File: src/rtl/adc_serial_emulator_if.sv
// adc_serial_emulator_if: controller-side pins of the dual-line serial ADC link
interface adc_serial_emulator_if;
  logic convst_in;
  logic n_cs_in;
  logic sclk_in;
  logic busy_out;
  logic data_a_out;
  logic data_b_out;
  modport master (output convst_in, n_cs_in, sclk_in, input busy_out, data_a_out, data_b_out);
  modport slave (input convst_in, n_cs_in, sclk_in, output busy_out, data_a_out, data_b_out);
endinterface

File: src/rtl/adc_serial_emulator.sv
// adc_serial_emulator: ADC-side model of a 6-channel dual-line serial converter; ADC_EMU_RAMP_EN replaces chan_data_in with an internal ramp
module adc_serial_emulator #(
  parameter int W_DATA = 18,
  parameter int N_CHAN = 6,
  parameter int T_CONV = 200
) (
  input  logic                       clk_in,
  input  logic                       rst_n_in,
  input  logic [2:0]                 os_in,
  input  logic [W_DATA*N_CHAN-1:0]   chan_data_in,
  adc_serial_emulator_if.slave       bus,
  output logic                       frame_done_out,
  output logic                       overrun_out
);
  localparam int TX_LEN = W_DATA*N_CHAN/2;
  localparam int HALF   = N_CHAN/2;
  localparam int W_CNT  = $clog2((T_CONV << 6) + 1);
  localparam int W_BIT  = $clog2(TX_LEN + 1);
  typedef enum logic [1:0] {IDLE, CONV, WAIT_CS, SHIFT} state_t;
  state_t                    r_state;
  logic [1:0]                r_cv_s, r_cs_s, r_sk_s;
  logic                      r_cv_d, r_cs_d, r_sk_d;
  logic                      r_cv_rise, r_cs_fall, r_cs_rise, r_sk_fall;
  logic                      r_busy;
  logic [W_CNT-1:0]          r_cnt;
  logic [W_BIT-1:0]          r_bits;
  logic [W_DATA*N_CHAN-1:0]  r_snap;
  logic [TX_LEN-1:0]         r_sr_a, r_sr_b;
  logic [W_DATA*N_CHAN-1:0]  w_src;
  logic [TX_LEN-1:0]         w_line_a, w_line_b;
  logic [2:0]                w_os;
  logic [W_CNT-1:0]          w_conv_len;
  assign w_os       = (os_in == 3'd7) ? 3'd0 : os_in;
  assign w_conv_len = W_CNT'(T_CONV) << w_os;
  for (genvar i = 0; i < HALF; i++) begin : g_line
    assign w_line_a[TX_LEN-1-i*W_DATA -: W_DATA] = r_snap[i*W_DATA +: W_DATA];
    assign w_line_b[TX_LEN-1-i*W_DATA -: W_DATA] = r_snap[(i+HALF)*W_DATA +: W_DATA];
  end
`ifdef ADC_EMU_RAMP_EN
  logic [W_DATA-1:0] r_ramp;
  for (genvar k = 0; k < N_CHAN; k++) begin : g_ramp
    assign w_src[k*W_DATA +: W_DATA] = r_ramp + W_DATA'(k);
  end
  // ramp base advances once per accepted snapshot
  always_ff @(posedge clk_in or negedge rst_n_in)
    if (!rst_n_in) r_ramp <= '0;
    else if (r_state == IDLE && r_cv_rise) r_ramp <= r_ramp + W_DATA'(1);
`else
  assign w_src = chan_data_in;
`endif
  assign bus.busy_out   = r_busy;
  assign bus.data_a_out = r_sr_a[TX_LEN-1];
  assign bus.data_b_out = r_sr_b[TX_LEN-1];
  // two-flop synchronizers, then registered single-cycle edge pulses
  always_ff @(posedge clk_in or negedge rst_n_in)
    if (!rst_n_in) begin
      {r_cv_s, r_cs_s, r_sk_s} <= '0;
      {r_cv_d, r_cs_d, r_sk_d} <= '0;
      {r_cv_rise, r_cs_fall, r_cs_rise, r_sk_fall} <= '0;
    end else begin
      r_cv_s    <= {r_cv_s[0], bus.convst_in};
      r_cs_s    <= {r_cs_s[0], bus.n_cs_in};
      r_sk_s    <= {r_sk_s[0], bus.sclk_in};
      r_cv_d    <= r_cv_s[1];
      r_cs_d    <= r_cs_s[1];
      r_sk_d    <= r_sk_s[1];
      r_cv_rise <= r_cv_s[1] & ~r_cv_d;
      r_cs_fall <= ~r_cs_s[1] & r_cs_d;
      r_cs_rise <= r_cs_s[1] & ~r_cs_d;
      r_sk_fall <= ~r_sk_s[1] & r_sk_d;
    end
  // conversion / frame FSM; n_cs rise outranks a same-cycle sclk fall
  always_ff @(posedge clk_in or negedge rst_n_in)
    if (!rst_n_in) begin
      r_state        <= IDLE;
      r_busy         <= 1'b0;
      r_cnt          <= '0;
      r_bits         <= '0;
      r_snap         <= '0;
      r_sr_a         <= '0;
      r_sr_b         <= '0;
      frame_done_out <= 1'b0;
      overrun_out    <= 1'b0;
    end else begin
      frame_done_out <= 1'b0;
      if (r_cv_rise && r_state != IDLE) overrun_out <= 1'b1;
      case (r_state)
        IDLE: if (r_cv_rise) begin
          r_snap  <= w_src;
          r_cnt   <= w_conv_len;
          r_busy  <= 1'b1;
          r_state <= CONV;
        end
        CONV: begin
          r_cnt <= r_cnt - W_CNT'(1);
          if (r_cnt <= W_CNT'(1)) begin
            r_busy  <= 1'b0;
            r_state <= WAIT_CS;
          end
        end
        WAIT_CS: if (r_cs_fall) begin
          r_sr_a  <= w_line_a;
          r_sr_b  <= w_line_b;
          r_bits  <= '0;
          r_state <= SHIFT;
        end
        SHIFT: if (r_cs_rise) begin
          frame_done_out <= (r_bits == W_BIT'(TX_LEN));
          r_sr_a         <= '0;
          r_sr_b         <= '0;
          r_snap         <= '0;
          r_bits         <= '0;
          r_state        <= IDLE;
        end else if (r_sk_fall && r_bits != W_BIT'(TX_LEN)) begin
          r_sr_a <= {r_sr_a[TX_LEN-2:0], 1'b0};
          r_sr_b <= {r_sr_b[TX_LEN-2:0], 1'b0};
          r_bits <= r_bits + W_BIT'(1);
        end
        default: r_state <= IDLE;
      endcase
    end
endmodule

File: src/flat_wrapper.sv
// flat-port wrapper written by rule: the top's interface ports become plain ports
module adc_serial_emulator_flat 
#(
  parameter int W_DATA = 18,
  parameter int N_CHAN = 6,
  parameter int T_CONV = 200
)
  (clk_in, rst_n_in, os_in, chan_data_in, frame_done_out, overrun_out, bus_convst_in, bus_n_cs_in, bus_sclk_in, bus_busy_out, bus_data_a_out, bus_data_b_out);
  adc_serial_emulator_if bus_i ();
  input  logic clk_in;
  input  logic rst_n_in;
  input  logic [2:0] os_in;
  input  logic [W_DATA*N_CHAN-1:0] chan_data_in;
  output logic frame_done_out;
  output logic overrun_out;
  input wire logic [$bits(bus_i.convst_in)-1:0] bus_convst_in;
  input wire logic [$bits(bus_i.n_cs_in)-1:0] bus_n_cs_in;
  input wire logic [$bits(bus_i.sclk_in)-1:0] bus_sclk_in;
  output wire logic [$bits(bus_i.busy_out)-1:0] bus_busy_out;
  output wire logic [$bits(bus_i.data_a_out)-1:0] bus_data_a_out;
  output wire logic [$bits(bus_i.data_b_out)-1:0] bus_data_b_out;
  assign bus_i.convst_in = bus_convst_in;
  assign bus_i.n_cs_in = bus_n_cs_in;
  assign bus_i.sclk_in = bus_sclk_in;
  assign bus_busy_out = bus_i.busy_out;
  assign bus_data_a_out = bus_i.data_a_out;
  assign bus_data_b_out = bus_i.data_b_out;
  adc_serial_emulator #(.W_DATA(W_DATA), .N_CHAN(N_CHAN), .T_CONV(T_CONV)) u_core (.clk_in(clk_in), .rst_n_in(rst_n_in), .os_in(os_in), .chan_data_in(chan_data_in), .bus(bus_i), .frame_done_out(frame_done_out), .overrun_out(overrun_out));
endmodule
File: config.mk
export PLATFORM = sky130hd
export DESIGN_NAME = adc_serial_emulator_flat
export DESIGN_NICKNAME = d
export VERILOG_FILES = /design/src/rtl/adc_serial_emulator_if.sv /design/src/rtl/adc_serial_emulator.sv /design/src/flat_wrapper.sv
export SDC_FILE = /design/constraint.sdc
export NUM_CORES = 1
export LEC_CHECK = 0
export CORE_MARGIN = 5
export CORE_UTILIZATION = 56
export CTS_CLUSTER_SIZE = 25
export DETAILED_ROUTE_END_ITERATION = 8
export PLACE_DENSITY_LB_ADDON = 0.25
export RECOVER_POWER = 25
export SYNTH_ARGS = -nofsm -noshare
export SYNTH_HDL_FRONTEND = slang
export SYNTH_SLANG_ARGS = --single-unit
export TNS_END_PERCENT = 10
File: constraint.sdc
create_clock -name clk_in -period 2.3 [get_ports clk_in]
set_input_delay 0.69 -clock clk_in [delete_from_list [all_inputs] [get_ports clk_in]]
set_output_delay 0.69 -clock clk_in [all_outputs]
set_load 0.01 [all_outputs]
==> reports/metrics.yaml, run 1 <==
hold_viol_final: 0
grt-ovfl-total: 0
drtIter0Drc: 616
via_per_inst: 5.602
postCtsSetupBuffers: 0
cellLeakagePower_uw: 0.006120
clock-root-buffer: "clkbuf_16"
seqCellArea_um2: 6356
final-setup-viol-count: 0
critPathSlowestCell: "clkdlybuf4s50_1"
grt_use_total_pct: 22.38
final_max_slew_viol_count: 0
power_density_nw_per_um2: 1579
critPathCaptureType: "output port"
fill_cells: 1531
routed-wl-met3_um: 1402
clkTransAtPathRegs_ns: 0.06
r2r_start: "u_core.r_state[0]"
critPathMaxFanout: 3
syn-cell-area_um2: 10970
ff2ff_path_depth: 8
fin_nets: 1425
hp-start: "u_core.r_sk_s[0]"
ys.flop_type: "dfrtp_1"
dp_hpwl_um: 15160
required_ns: 1.61
ys_ff_latch: 254
routed.top_layer: "met5"
hold_path_class: "register to register"
die_height_um: 149.9
diodes: 0
start_util_pct: 56.53
routabilityCongestion: 0.8792
htreeDepth: 1
start_kind: "register"
crit_start: "u_core.bus.busy_out"
multi_input_area_um2: 4223
post-route-cell-area_um2: 13410
clock-sinks: 254
crit_buf_inv: 1
path_class: "register to output port"
worstSetupPathDepth: 1
fin_crit_sh_pct: 94.49
ir_worst_vdd_uv: 1305
drtAntennaViolNets: 0
grt_pass1_wl_um: 41810
yosysUniqueCellTypes: 49
synth-edff-count: 0
final_cell_mix: "nand2_1, dfrtp_1, nor2_1"
yosysWarnings: 0
rsz0062_at_grt: "no"
synth_nets: 1334
grt_pass1_vias: 8748
layout-drive-gt1-share_pct: 6.550
finalSetupTns_ns: 0
worstPathArrival_ns: 1.48
ys_seq_area_share_pct: 57.96
worstSkewPairLatency_ns: 0.52
num_rows: 51
firstDrtPassIters: 7
whs_path_depth: 0
drt-total-wl_um: 24610
max_freq_mhz: 460.1
vias: 8840
numPortBuffers: 120
period_needed_ns: 2.173
grt_start_max_net_pins: 125
wl_met1_um: 10830
final_common_cell: "nand2_1"
cts_tree: "yes"
syn_avg_cell_area_um2: 9.101
core-area_um2: 19400
avgRoutedWirePerCell_um: 15.60
drc: 0
max_stage_delay_ns: 0.56
die_w_um: 149.9
crit_family: "buffers and inverters"
relSlewSlack_pct: 43.19
syn_inst: 1205
maxCapViolations: 0
ys_async_sr_fraction_pct: 100.0
route.met2.wl_um: 11890
cp_cell_sequence: "clkdlybuf4s50_1"
die_area_um2: 22480
areaGrowthSynthToFinish_pct: 22.25
io_pins: 121
cts_buffers: 27
antenna_found_initial: 1
placed_area_um2: 12560
clk_path_buf_depth: 3
tightest_slew_ns: 0.8521
fin_worst_skew_ns: 0.007925
status: "completed"
-- cells by family (layout without fill, tap and decap cells) --
logic type,Yosys count,after routing,synth area share [%]
xor gates and xnor gates,5,5,0.3993
buffers and inverters,103,211,3.868
adders and majority gates,13,13,1.483
DFF,254,254,57.96
muxes,5,5,0.4678
and+or+nand+nor,629,629,23.87
AOI/OAI and AO/OA,196,196,11.96
-- report_power, final --
part / switching [µW] / internal, µW
sequential: 1220 / 6670
combinational: 5650 / 3430
clock: 1690 / 2510
-- metrics by stage --
step | util (%) | instances | worst slack, ns | hold slack (ns) | total power [µW]
2_1_floorplan | - | 1205 | 0.2229 | 0.3312 | 14280
3_3_place_gp | 64.74 | 1531 | 0.06902 | 0.3348 | 16650
3_5_place_dp | 64.74 | 1531 | -0.01521 | 0.3362 | 17040
4_1_cts | 69.29 | 1578 | 0.09893 | 0.3498 | 21360
5_1_grt | 69.11 | 1578 | 0.01239 | 0.3669 | 23000
6_report | 69.11 | 1578 | 0.1268 | 0.3483 | 21170
-- registers in the layout, indices dropped and copies added, names as in the netlist --
| signal | flops |
|---|---|
| u_core.r_cv_rise | 1 |
| u_core.r_sr_b | 54 |
| u_core.r_sk_fall | 1 |
| u_core.r_cs_d | 1 |
| u_core.r_bits | 6 |
| u_core.r_snap | 108 |
| u_core.r_cv_d | 1 |
| u_core.r_cs_rise | 1 |
| u_core.r_cv_s | 2 |
| u_core.r_sk_s | 2 |
| u_core.frame_done_out | 1 |
| u_core.r_state | 2 |
| u_core.overrun_out | 1 |
| u_core.bus.busy_out | 1 |
| u_core.r_cs_fall | 1 |
| u_core.r_sk_d | 1 |
| u_core.r_sr_a | 54 |
| u_core.r_cnt | 14 |
| u_core.r_cs_s | 2 |
-- layout make-up --
cell class,count,share of cell area [%]
Sequential cell,254,47.41
Multi-Input combinational cell,848,31.50
Timing Repair Buffer,151,11.68
Clock buffer,38,5.945
Tap cell,265,2.473
Clock inverter,8,0.5600
Inverter,14,0.4293
-- metal layers --
layer | up-vias | global-route usage [%]
met5 | - | 0
met4 | 2 | 5.398
met3 | 36 | 3.301
met2 | 251 | 36.77
met1 | 4281 | 31.76
li1 | 4270 | -
-- path summary, 6_finish.rpt --
path / to / slack [ns]
worst max register to register: u_core.r_sr_a[33] / 0.15
min in group asynchronous: u_core.r_snap[66] / 0.61
worst max-delay path: bus_busy_out / 0.13
worst min-delay path: u_core.r_sk_s[1] / 0.35
worst min register to register: u_core.r_sk_s[1] / 0.35
max in group asynchronous: u_core.r_sr_a[21] / 0.56
-- synthesized netlist by cell type (2+ instances only) --
cell type | number | share of area (%)
o31ai_1 | 3 | 0.21
nor3_1 | 6 | 0.27
mux2i_1 | 4 | 0.37
nor4_1 | 3 | 0.17
nor2b_1 | 8 | 0.46
ha_1 | 13 | 1.5
a221oi_1 | 71 | 5.7
nand2_1 | 278 | 9.5
o21ai_0 | 58 | 2.6
a31oi_1 | 4 | 0.23
nand4_1 | 6 | 0.34
or4_1 | 4 | 0.27
a21oi_1 | 47 | 2.1
nor2_1 | 197 | 6.7
inv_1 | 13 | 0.44
dfrtp_1 | 254 | 58
nand3_1 | 115 | 5.2
buf_2 | 20 | 0.91
clkbuf_1 | 64 | 2.2
xor2_1 | 4 | 0.32
nand2b_1 | 3 | 0.17
a211oi_2 | 2 | 0.23
buf_1 | 2 | 0.068
-- what timing repair did --
item / in CTS / in global routing
resized for setup: 0 / 1
hold endpoints to repair: 5 / 0
hold buffers: 1 / 0
endpoints found under the setup margin: 0 / 94
No activity file was read; power rests on OpenSTA's default activity.
==> run 2: changes to the inputs <==
- PLACE_DENSITY: not set -> 0.81
- PLACE_DENSITY_LB_ADDON: 0.25 -> not set
==> run 2 against run 1 <==
  * Clock skew is 0.011 ns higher
  * Sequential cell count stayed put
  * Count of clock-buffer cells in the layout is 3 lower
  * Combinational power hardly changed
  * Largest power group unchanged
  * Register-to-register slack hardly changed
  * Clock power is 4% lower
  * Utilization is 0.29 points lower
  * Setup slack better by 0.021 ns
  * Critical endpoint is now bus_data_b_out
  * Sequential power hardly changed
==> reports/metrics.yaml, run 2 (synthesis results as in run 1) <==
worstSkewPairLatency_ns: 0.53  # about the same
seqCellArea_um2: 6356  # unchanged
areaGrowthSynthToFinish_pct: 21.73
final_max_slew_viol_count: 0  # unchanged
fin_nets: 1423  # -0.14%
hold_path_class: "register to register"
whs_path_depth: 0  # unchanged
fill_cells: 1515  # -1.0%
setup_slack_ns: 0.1473  # +0.02058 ns
status: "completed"
die_height_um: 149.9  # unchanged
ir_worst_vdd_uv: 1195  # -8.4%
grt_pass1_wl_um: 41210  # -1.4%
fin_crit_sh_pct: 93.59  # -0.89 points
path_class: "register to output port"
critPathCaptureType: "output port"
grt_use_total_pct: 21.90  # -0.48 points
relSlewSlack_pct: 19.43  # -24 points
worstPathArrival_ns: 1.46  # -0.02 ns
diodes: 0  # unchanged
max_stage_delay_ns: 0.57  # about the same
power_density_nw_per_um2: 1573  # -0.41%
antenna_found_initial: 0  # -1
maxCapViolations: 0  # unchanged
crit_family: "buffers and inverters"
clock-root-buffer: "clkbuf_16"
worstSetupPathDepth: 1  # unchanged
hold-worst-slack_ns: 0.3489  # +0.0005690 ns
cts_tree: "yes"
reg_top3: "u_core.r_snap (108), u_core.r_sr_a (54), u_core.r_sr_b (54)"
grt_pass1_vias: 8550  # -2.3%
drc: 0  # unchanged
start_kind: "register"
final_common_cell: "nand2_1"
vias: 8886  # +0.52%
hold_buffers: 0  # -1
final-setup-viol-count: 0  # unchanged
pre_cts_slack_ns: 0.005942  # +0.02115 ns
avgRoutedWirePerCell_um: 15.51  # -0.54%
grt-ovfl-total: 0  # unchanged
crit_buf_inv: 1  # unchanged
rsz0062_at_grt: "no"
grt_start_max_net_pins: 150  # +20%
period_needed_ns: 2.153  # -0.02058 ns
clk_path_buf_depth: 3  # unchanged
finalSetupTns_ns: 0  # unchanged
via_per_inst: 5.653  # +0.90%
tightest_slew_ns: 1.209  # +0.3564 ns
clock-sinks: 254  # unchanged
cellLeakagePower_uw: 0.006086  # -0.54%
largest_register: "u_core.r_snap"
start_util_pct: 56.53  # unchanged
num_rows: 51  # unchanged
layout-drive-gt1-share_pct: 6.044  # -0.51 points
routabilityCongestion: 0.8608  # -2.1%
largest_reg_flops: 108  # unchanged
clkTransAtPathRegs_ns: 0.06  # about the same
dp_hpwl_um: 15170  # about the same
numPortBuffers: 120  # unchanged
cp_cell_sequence: "clkdlybuf4s50_1"
critPathSlowestCell: "clkdlybuf4s50_1"
htreeDepth: 1  # unchanged
required_ns: 1.61  # about the same
drtIter0Drc: 645  # +4.7%
drtAntennaViolNets: 0  # unchanged
firstDrtPassIters: 5  # -2
power_uw: 21000  # -0.83%
core-area_um2: 19400  # unchanged
multi_input_area_um2: 4228  # +0.12%
max_freq_mhz: 464.5  # +0.96%
final_cell_mix: "nand2_1, dfrtp_1, nor2_1"
hold_viol_final: 0  # unchanged
critPathMaxFanout: 2  # -1
cts_buffers: 27  # unchanged
die_w_um: 149.9  # unchanged
fin_worst_skew_ns: 0.01942  # +0.01149 ns
drt-total-wl_um: 24390  # -0.91%
ff2ff_path_depth: 8  # unchanged
io_pins: 121  # unchanged
die_area_um2: 22480  # unchanged
[run 2: what timing repair did]
item	CTS	global route
setup endpoints to repair	0	10
setup buffers	0	0
gates resized for setup	0	1
[run 2: worst paths after layout]
check	startpoint	to	slack (ns)
setup / recovery	u_core.r_sr_b[53]	bus_data_b_out	0.15
hold / removal	u_core.r_sk_s[0]	u_core.r_sk_s[1]	0.35
setup reg to reg	u_core.r_bits[0]	u_core.r_sr_a[52]	0.16
hold reg to reg	u_core.r_sk_s[0]	u_core.r_sk_s[1]	0.35
max in group asynchronous	rst_n_in	u_core.r_state[0]	0.53
min in group asynchronous	rst_n_in	u_core.r_sr_b[11]	0.42
[run 2: where the power goes]
part | internal (µW) | total, µW | switching (µW) | leakage [µW]
combinational | 3420 | 9090 | 5670 | 0.00261
sequential | 6670 | 7890 | 1220 | 0.00307
clock | 2370 | 4020 | 1650 | 0.000405
total | 12500 | 21000 | 8540 | 0.00609
[run 2: metal layers]
metal / global-route usage (%) / vias to the layer above / wire length (µm)
li1: - / 4256 / -
met1: 31.86 / 4344 / 10810
met2: 34.81 / 244 / 11730
met3: 2.938 / 42 / 1238
met4: 6.359 / 0 / 609
met5: 0 / - / 0
[run 2: area by class of cell]
type	instances	share of cell area [%]
repair buffers	149	11.72
clock inverters	7	0.5061
inverters	14	0.4311
well taps	265	2.484
flip-flops and latches	254	47.61
multi-input cells	848	31.67
clock buffers	35	5.586
[run 2: through the flow]
step                      instance area (µm²)  cells  utilization (%)
after floorplan                         10970   1205                -
after global placement                  12560   1530            64.77
after detailed placement                12560   1530            64.77
after CTS                               13380   1572            68.96
after global routing                    13350   1572            68.82
final                                   13350   1572            68.82
==> run 3: changes to the inputs <==
- CORE_UTILIZATION: 56 -> 58
- CTS_BUF_LIST: not set -> sky130_fd_sc_hd__clkbuf_8
- PLACE_DENSITY: 0.81 -> 0.84
- REMOVE_ABC_BUFFERS: not set -> 1
==> run 3 against run 2 <==
  * Count of clock-buffer cells in the layout up 19
  * Global-route usage up 1.7 points
  * Sequential share of layout area down 0.15 points
==> reports/metrics.yaml, run 3 (synthesis results as in run 1) <==
worstPathArrival_ns: 2.65  # +1.19 ns
grt-ovfl-total: 0  # unchanged
clkTransAtPathRegs_ns: 0.07  # about the same
rr_endpoint: "u_core.r_sr_a[39]"
status: "completed"
grt_use_total_pct: 23.60  # +1.7 points
final_cell_mix: "nand2_1, dfrtp_1, nor2_1"
avgRoutedWirePerCell_um: 16.23  # +4.6%
routabilityCongestion: 0.8570  # -0.44%
cts_buffers: 43  # +59%
drtAntennaViolNets: 0  # unchanged
final_common_cell: "nand2_1"
areaGrowthSynthToFinish_pct: 22.12
clock-root-buffer: "clkbuf_8"
path_class: "register to register"
fin_worst_skew_ns: 0.03651  # +0.01709 ns
required_ns: 2.71  # +1.10 ns
r2r_start: "u_core.r_bits[0]"
vias: 9122  # +2.7%
max_stage_delay_ns: 0.43  # -0.14 ns
post-route-cell-area_um2: 13390  # +0.32%
final_max_slew_viol_count: 0  # unchanged
layout-drive-gt1-share_pct: 7.801  # +1.8 points
cellLeakagePower_uw: 0.006205  # +2.0%
max_freq_mhz: 447.9  # -3.6%
antenna_found_initial: 0  # unchanged
postCtsSetupBuffers: 0  # unchanged
io_pins: 121  # unchanged
drt-total-wl_um: 25640  # +5.1%
cp_cell_sequence: "inv_1 > ha_1 > and4b_1 > a211oi_2 > nor2_4 > buf_12 > a221oi_1 > nor2_1"
cts_tree: "yes"
fin_crit_sh_pct: 97.08  # +3.5 points
firstDrtPassIters: 5  # unchanged
maxCapViolations: 0  # unchanged
critPathSlowestCell: "dfrtp_1"
use_met1_pct: 32.51  # +0.65 points
use_met3_pct: 4.231  # +1.3 points
critPathCaptureType: "register"
clock-sinks: 254  # unchanged
drtIter0Drc: 886  # +37%
relSlewSlack_pct: 26.43  # +7.0 points
grtUsageMet2_pct: 39.21  # +4.4 points
dp_hpwl_um: 15700  # +3.5%
hold_path_class: "input pin to asynchronous set/reset pin"
grt_pass1_vias: 8890  # +4.0%
numPortBuffers: 120  # unchanged
largest_register: "u_core.r_snap"
placed_area_um2: 12560  # about the same
reg_top3: "u_core.r_snap (108), u_core.r_sr_a (54), u_core.r_sr_b (54)"
die_height_um: 147.5  # -1.6%
grt_pass1_wl_um: 43210  # +4.9%
ir_worst_vdd_uv: 1037  # -13%
tightest_slew_ns: 1.104  # -0.1050 ns
start_util_pct: 58.83  # +2.3 points
fin_nets: 1443  # +1.4%
rrSetupSlack_ns: 0.07  # -0.09 ns
largest_reg_flops: 108  # unchanged
gr-max-usage-layer: "met2"
ff2ff_path_depth: 8  # unchanged
die_w_um: 147.5  # -1.6%
die_area_um2: 21760  # -3.2%
clk_path_buf_depth: 3  # unchanged
drc: 0  # unchanged
hold_viol_final: 0  # unchanged
grt_start_max_net_pins: 110  # -27%
start_kind: "register"
rsz0062_at_grt: "yes"
core-area_um2: 18640  # -3.9%
worstSkewPairLatency_ns: 0.55  # +0.02 ns
diodes: 0  # unchanged
htreeDepth: 2  # +1
power_density_nw_per_um2: 1587  # +0.91%
critPathMaxFanout: 109  # +107
via_per_inst: 5.773  # +2.1%
final-setup-viol-count: 0  # unchanged
power_uw: 21250  # +1.2%
num_rows: 50  # -2.0%
hold-worst-slack_ns: 0.3439  # -0.004989 ns
period_needed_ns: 2.233  # +0.08021 ns
## run 3: repair_timing
| action | in CTS | in global routing |
|---|---|---|
| resized for setup | 0 | 2 |
| setup endpoints to repair | 0 | 24 |
| hold buffers | 0 | 0 |
## run 3: how the worst max path moves through the flow
stage	from	end	slack, ns
final	u_core.r_bits[0]	u_core.r_sr_a[39]	0.07
after global routing	u_core.r_bits[0]	u_core.r_sr_b[8]	-0.03
after CTS	u_core.r_state[1]	u_core.r_sr_a[39]	0.07
after detailed placement	os_in[0]	u_core.r_cnt[6]	-0.02
after global placement	os_in[0]	u_core.r_cnt[6]	0.05
after floorplan	u_core.r_state[1]	u_core.r_snap[0]	-3.88
## run 3: metrics by stage
step	instances	utilization (%)	setup slack, ns	TNS (ns)
final	1580	71.84	0.06713	0
after global routing	1580	71.84	-0.02732	-0.1083
after CTS	1580	72.14	0.06742	0
after detailed placement	1503	67.35	-0.02307	-0.02307
after global placement	1503	67.35	0.05487	0
after floorplan	1116	-	-3.876	-798.98
## run 3: critical path, delay by kind of cell, from the launching register on
kind / cells / cell delay [ns]
buffers and inverters: 2 / 0.31
and+or+nand+nor: 3 / 0.34
adders and majority gates: 1 / 0.18
AOI/OAI and AO/OA: 2 / 0.77
DFF: 1 / 0.43
## run 3: area by class of cell
cell class | count | area (µm²)
Sequential cell | 254 | 6356
Fill cell | 1365 | 5250
Multi-Input combinational cell | 848 | 4223
Timing Repair Buffer | 153 | 1570
Clock buffer | 54 | 743.2
Tap cell | 234 | 292.8
Clock inverter | 23 | 150.1
Inverter | 14 | 57.56
## run 3: power breakdown
part	total [µW]	internal (µW)	switching, µW
registers	7910	6670	1240
logic	9230	3430	5790
clock network	4120	2340	1780
## run 3: per-layer routing
layer  part of all wire [%]  up-vias
met1                     42     4456
li1                       -     4316
met3                    6.2       44
met2                     50      306
met5                      0        -
met4                    1.8        0
